--- config.mk ---
export PLATFORM = sky130hd
export DESIGN_NAME = edge_detector_multi
export DESIGN_NICKNAME = d
export VERILOG_FILES = /design/src/rtl/edge_detector_multi.sv
export SDC_FILE = /design/constraint.sdc
export NUM_CORES = 1
export LEC_CHECK = 0
export ABC_AREA = 1
export CAP_MARGIN = 20
export CORE_AREA = 10 10 88 90
export DETAILED_ROUTE_END_ITERATION = 10
export DIE_AREA = 0 0 98 100
export PLACE_DENSITY = 0.82
export SLEW_MARGIN = 20
export SYNTH_ARGS = -nofsm -noshare
export SYNTH_HDL_FRONTEND = slang
export SYNTH_SLANG_ARGS = --single-unit
--- constraint.sdc ---
create_clock -name clk -period 2.9 [get_ports clk]
set_input_delay 0.725 -clock clk [delete_from_list [all_inputs] [get_ports clk]]
set_output_delay 0.725 -clock clk [all_outputs]
set_load 0.05 [all_outputs]
--- src/rtl/edge_detector_multi.sv ---
// N-channel input conditioner: synchroniser, glitch filter, registered edge pulses,
// plus a mode-qualified event that feeds a sticky flag and a saturating counter.
module edge_detector_multi #(
    parameter int N           = 4,
    parameter int SYNC_STAGES = 2,
    parameter int FILTER      = 3,
    parameter int CNT_W       = 8
) (
    input  logic               clk,
    input  logic               rst,
    input  logic [N-1:0]       in,
    input  logic [1:0]         mode,
    input  logic [N-1:0]       clr,
    output logic [N-1:0]       positive_edge,
    output logic [N-1:0]       negative_edge,
    output logic [N-1:0]       event_pulse,
    output logic [N-1:0]       sticky,
    output logic [N*CNT_W-1:0] count
);

    localparam int FW = (FILTER > 1) ? $clog2(FILTER) : 1;
    localparam logic [FW-1:0] F_LAST = FW'(FILTER - 1);

    genvar i;
    generate
        for (i = 0; i < N; i++) begin : g_ch
            logic [SYNC_STAGES-1:0] sync;
            logic                   sync_out;
            logic                   level;
            logic [FW-1:0]          fcnt;
            logic                   accept;
            logic                   rise;
            logic                   fall;
            logic                   evt;
            logic                   pe_q;
            logic                   ne_q;
            logic                   ev_q;
            logic                   sticky_q;
            logic [CNT_W-1:0]       cnt_q;

            assign sync_out = sync[SYNC_STAGES-1];

            always_comb begin
                accept = (sync_out != level) && (fcnt == F_LAST);
                rise   = accept & sync_out;
                fall   = accept & ~sync_out;
                evt    = (rise & mode[0]) | (fall & mode[1]);
            end

            // sticky/count react to the same event that loads ev_q, so they
            // change in the cycle event_pulse is high; clr loses to a coincident event.
            always_ff @(posedge clk) begin
                if (!rst) begin
                    sync     <= '0;
                    level    <= 1'b0;
                    fcnt     <= '0;
                    pe_q     <= 1'b0;
                    ne_q     <= 1'b0;
                    ev_q     <= 1'b0;
                    sticky_q <= 1'b0;
                    cnt_q    <= '0;
                end else begin
                    sync <= {sync[SYNC_STAGES-2:0], in[i]};
                    pe_q <= rise;
                    ne_q <= fall;
                    ev_q <= evt;
                    if (sync_out == level) begin
                        fcnt <= '0;
                    end else if (accept) begin
                        level <= sync_out;
                        fcnt  <= '0;
                    end else begin
                        fcnt <= fcnt + 1'b1;
                    end
                    if (evt) begin
                        sticky_q <= 1'b1;
                    end else if (clr[i]) begin
                        sticky_q <= 1'b0;
                    end
                    if (clr[i]) begin
                        cnt_q <= evt ? CNT_W'(1) : '0;
                    end else if (evt && (cnt_q != {CNT_W{1'b1}})) begin
                        cnt_q <= cnt_q + 1'b1;
                    end
                end
            end

            assign positive_edge[i]          = pe_q;
            assign negative_edge[i]          = ne_q;
            assign event_pulse[i]            = ev_q;
            assign sticky[i]                 = sticky_q;
            assign count[i*CNT_W +: CNT_W]   = cnt_q;
        end
    endgenerate

endmodule

== After elaboration in Yosys (flattened, before gate mapping) ==
Cells that the tools add are included.

* Register bits after elaboration: 68
* Input bits: 12
* Output and inout port bits: 48
* Word-level logic and storage cells: 129

* $add $sub $neg: 8
* Equality and inequality tests: 16
* Multiplexer cells: 20
* Bitwise logic cells: 29
* Reduce and logical (&&, ||, !) cells: 24

{| class="wikitable"
|+ Operators by type and width
! kind !! count
|-
| 2-to-1 mux 8 bit || 8
|-
| adder 8 x 1 -> 8 bit, second input constant || 4
|-
| != test 8 bit, second input constant || 4
|-
| bitwise AND 1 bit || 16
|-
| nonzero test 2 bit || 8
|-
| 2-to-1 mux 1 bit || 12
|-
| OR reduction 3 bit || 4
|-
| inverter 1 bit || 9
|-
| adder 2 x 1 -> 2 bit, second input constant || 4
|-
| equality test 2 bit, second input constant || 4
|-
| logical AND 1 bit || 8
|-
| AND reduction 2 bit || 4
|-
| equality test 1 bit || 4
|-
| != test 1 bit || 4
|-
| OR 1 bit || 4
|}

== Logic depth before layout (Yosys ltp) ==
* Word-level depth: 8
* Mapped depth: 10
* Gate-level depth less buffers: 10

== Least setup slack after synthesis ==
Ideal clock, no wire load.

* Path type: reg2reg
* From: reg g_ch[2].cnt_q[0]
* To: reg g_ch[2].cnt_q[6]
* Library setup time: 0.109 ns
* Data arrival time: 1.561 ns
* Required time: 2.791 ns
* Slack: 1.230 ns
* Stages on the path, launching flop included: 11
* Buffers on the path: 0
* Period minus slack after synthesis: 1.670 ns
* Cell sequence: dfxtp_1 ha_1 nand2_2 nor2_4 nand2_2 nand2_4 nand2_4 nand2_1 nand2_1 nand2_1 inv_1

* Cells in the longest elaborated chain, start to end: 3
* Elaborated cells on any way between the ends: 6
* Those cells by class: 1 x add/sub; 1 x eq/ne; 2 x mux; 2 x reduce/logical

{| class="wikitable"
|+ Ends and longest elaborated chain
! what !! RTL line !! text
|-
| start, declared || 39 || <nowiki>logic [CNT_W-1:0] cnt_q;</nowiki>
|-
| start signal, assigned || 81 || <nowiki>cnt_q <= evt ? CNT_W'(1) : '0;</nowiki>
|-
| start signal, assigned || 83 || <nowiki>cnt_q <= cnt_q + 1'b1;</nowiki>
|-
| adder 8 x 1 -> 8 bit or != test 8 bit (tied branches) || 83, 82 ||
|-
| 2-to-1 mux 8 bit or logical AND 1 bit (tied branches) || 82 || <nowiki>end else if (evt && (cnt_q != {CNT_W{1'b1}})) begin</nowiki>
|-
| 2-to-1 mux 8 bit or nonzero test 2 bit (tied branches) || -- ||
|}

Several ways; a longest one is shown, not always the timed one. The select of a mux whose other input is x is not followed.
A chain may end at the register's enable or synchronous reset.

== Worst setup path in the final report ==
* From: reg g_ch[2].cnt_q[0]
* To: out count[16]

{| class="wikitable"
|+ RTL lines
! what !! RTL line !! text
|-
| end, declared || 18 || <nowiki>output logic [N*CNT_W-1:0] count</nowiki>
|}

No word-level cell between the ends.

==> metrics.md <==
| Metric | Value |
|---|---|
| Unique masters post-synth | `26` |
| Initial core utilization | `0.5285` |
| RSZ-0062 raised after global routing | `no` |
| Metal3 WL | `388 um` |
| Critical-path cell list | `clkdlybuf4s50_1` |
| Pint | `0.001360 W` |
| Primary FF master, synth | `dfxtp_1` |
| Comb power frac | `0.053` |
| Vias/cell | `5.043` |
| TritonCTS buffer count | `9` |
| Hold Path Class | `reg2reg` |
| CP max stage delay | `850 ps` |
| Met2 routed WL | `3560 um` |
| Final setup TNS | `0 ps` |
| Final Max Slew Viols | `0` |
| Peak Freq | `0.4233 GHz` |
| Vias in the first global route | `2841` |
| Outcome | `completed` |
| Worst-skew pair later-pin latency | `340 ps` |
| Register area share after synthesis | `0.4201` |
| Final Cycle Share | `0.8146` |
| Synth top area share | `0.4201` |
| Layout area overhead | `22.78%` |
| Largest net degree at the start of global routing | `21` |
| Pwr/cell area | `443.5 nW/um^2` |
| Post-Syn Area | `3241 sq um` |
| Overall routing resource usage | `0.1471` |
| Die ar. | `9800 sq um` |
| Sequential fraction of design power | `0.540` |
| Die Span Y | `100 um` |
| Final WL | `7212 um` |
| Cells after Synth | `452` |
| Post-synth ARST share | `0` |
| Final Wtd Congestion | `0.8523` |
| Initial antenna violation count | `0` |
| Synth top area cells | `dfxtp_1 42%, nand2_1 12%, inv_1 8.7%` |
| Sw frac | `0.2291` |
| Boundary Pins | `60` |
| DR top layer | `met4` |
| Clk root buf | `clkbuf_8` |
| CP Launch Type | `flip-flop` |
| Fin Hold WS | `405.3 ps` |
| Psw | `0.0004042 W` |
| Final hold vios | `0` |
| Hold buffer count at cts | `0` |
| CP bufs+invs | `1` |
| First-pass GRT wire length | `12250 um` |
| Syn Nets | `472` |
| DR iter-0 viols | `99` |
| H-tree depth | `3` |
| Post-synth top cells | `100 x nand2_1, 75 x inv_1, 68 x dfxtp_1` |
| Metal-1 WL | `3075 um` |
| CP max stage cell | `clkdlybuf4s50_1` |
| # rows | `29` |
| Sink Count | `68` |
| CTS tree | `done` |
| Antenna Cells | `0` |
| Critical Path Fanout Max | `6` |
| HPWL after DPL | `5402 um` |
| Worst Path Required | `2170 ps` |
| Clock Pin Slew Worst Setup and Hold Paths | `70 ps` |
| WL per Instance | `12.33 um` |
| Total grt overflow | `0` |
| Worst slew pin tran | `525.2 ps` |
| Max VDD drop | `0.0002869 V` |
| # nets final | `523` |
| Post-route cell area | `3979 sq um` |
| Setup violations, final | `0` |
| Synth Warn # | `0` |
| CTS resizes | `0` |
| Tot Pwr | `0.001764 W` |
| Critical setup path kind | `reg2out` |
| Placement-stage cell area | `3797 sq um` |
| Syn Area/Cell | `7.169 sq um` |
| Share of cells above drive strength 1 | `0.08465` |
| Worst EP arrival | `1640 ps` |
| Vias | `2950` |
| Clock power share | `0.407` |
| Max-cap violations | `0` |
| Crit end category | `output pin` |
| Top-count cell post-synth | `nand2_1` |
| Slew margin rel. | `0.6486` |
| Dominant cell type by area after synthesis | `dfxtp_1` |
| Core Footprint | `6132 sq um` |
| Number of enable flip-flop cells after synthesis | `0` |
| Pleak | `1.692 nW` |
| Layout Skew | `8.295 ps` |
| Port buffer count | `59` |
| Final min period | `2362 ps` |
| #FFs+latches synth | `68` |
| Antenna Violating Nets Remaining | `0` |
| Die width | `98 um` |
| Pre-Repair DR Iteration Count | `5` |
| Number of remaining DRC errors | `0` |
| Postcts setup bufs | `0` |
| Cell family with most CP delay | `buffers and inverters` |
| Max clock buf depth | `2` |
routing by layer:
metal	vias to the layer above	GRT usage
li1	1522	-
met1	1345	0.1533
met2	69	0.2538
met3	14	0.04602
met4	0	0.09172
met5	-	0
worst paths after layout:
| check | startpoint | end | slack, ps | cells past startpoint |
|---|---|---|---|---|
| worst max-delay path | g_ch[2].cnt_q[0] | count[16] | 540 | 1 |
| worst min-delay path | g_ch[1].sync[0] | g_ch[1].sync[1] | 410 | 2 |
| worst max register to register | g_ch[2].cnt_q[0] | g_ch[2].cnt_q[6] | 1450 | 10 |
| worst min register to register | g_ch[1].sync[0] | g_ch[1].sync[1] | 410 | 2 |
placed cells by master (no fill, tap or decap):
master / n
nand2_1: 100
inv_1: 75
dfxtp_1: 68
clkdlybuf4s50_1: 59
nor2_1: 46
nand3_1: 28
a21oi_1: 25
o21ai_0: 19
nand4_1: 18
clkbuf_8: 12
nand2_2: 8
nand2_4: 8
ha_1: 8
nor2_2: 6
nor4_1: 4
nor3b_1: 4
o21ai_1: 3
a21boi_1: 3
clkbuf_1: 3
inv_2: 2
a21oi_2: 2
nand4_2: 1
o211ai_1: 1
nor2_4: 1
or2_2: 1
o22ai_1: 1
clkinv_2: 1
buf_4: 1
logic make-up (layout without fill, tap and decap cells):
logic type / count (synthesis) / after routing / share of synthesized area
AOI/OAI and AO/OA: 54 / 54 / 0.08919
adders and majority gates: 8 / 8 / 0.03089
buffers and inverters: 97 / 153 / 0.1317
and+or+nand+nor: 225 / 225 / 0.3282
DFF: 68 / 68 / 0.4201
registers in the layout (all words and copies together), names as in the netlist:
signal / flops
g_ch.cnt_q: 32
g_ch.fcnt: 8
g_ch.sync: 8
g_ch.ev_q: 4
g_ch.level: 4
g_ch.ne_q: 4
g_ch.pe_q: 4
g_ch.sticky_q: 4
power by group through the flow:
stage	Clock, W	Combinational (W)	Sequential, W
after global routing	0.000773	0.000104	0.000954
after floorplan	0	0.0000458	0.000983
final	0.000717	0.0000941	0.000953
after CTS	0.000733	0.0000943	0.000953
after detailed placement	0	0.0000936	0.000974
after global placement	0	0.0000931	0.000973
final cells by class:
type / instances / area, sq um
clock inverters: 1 / 5.005
flip-flops and latches: 68 / 1361
multi-input cells: 287 / 1453
well taps: 77 / 96.34
fillers: 543 / 2153
clock buffers: 15 / 176.4
repair buffers: 60 / 598.1
inverters: 77 / 289.0
metrics by stage:
stage	util	worst slack (ps)	std cells
final	0.6488	537.6	585
after global routing	0.6488	494.7	585
after CTS	0.6488	527.9	585
after detailed placement	0.6193	694.8	569
after global placement	0.6193	729.3	569
after floorplan	-	1230	452
Power figures use the tool's default switching activity.
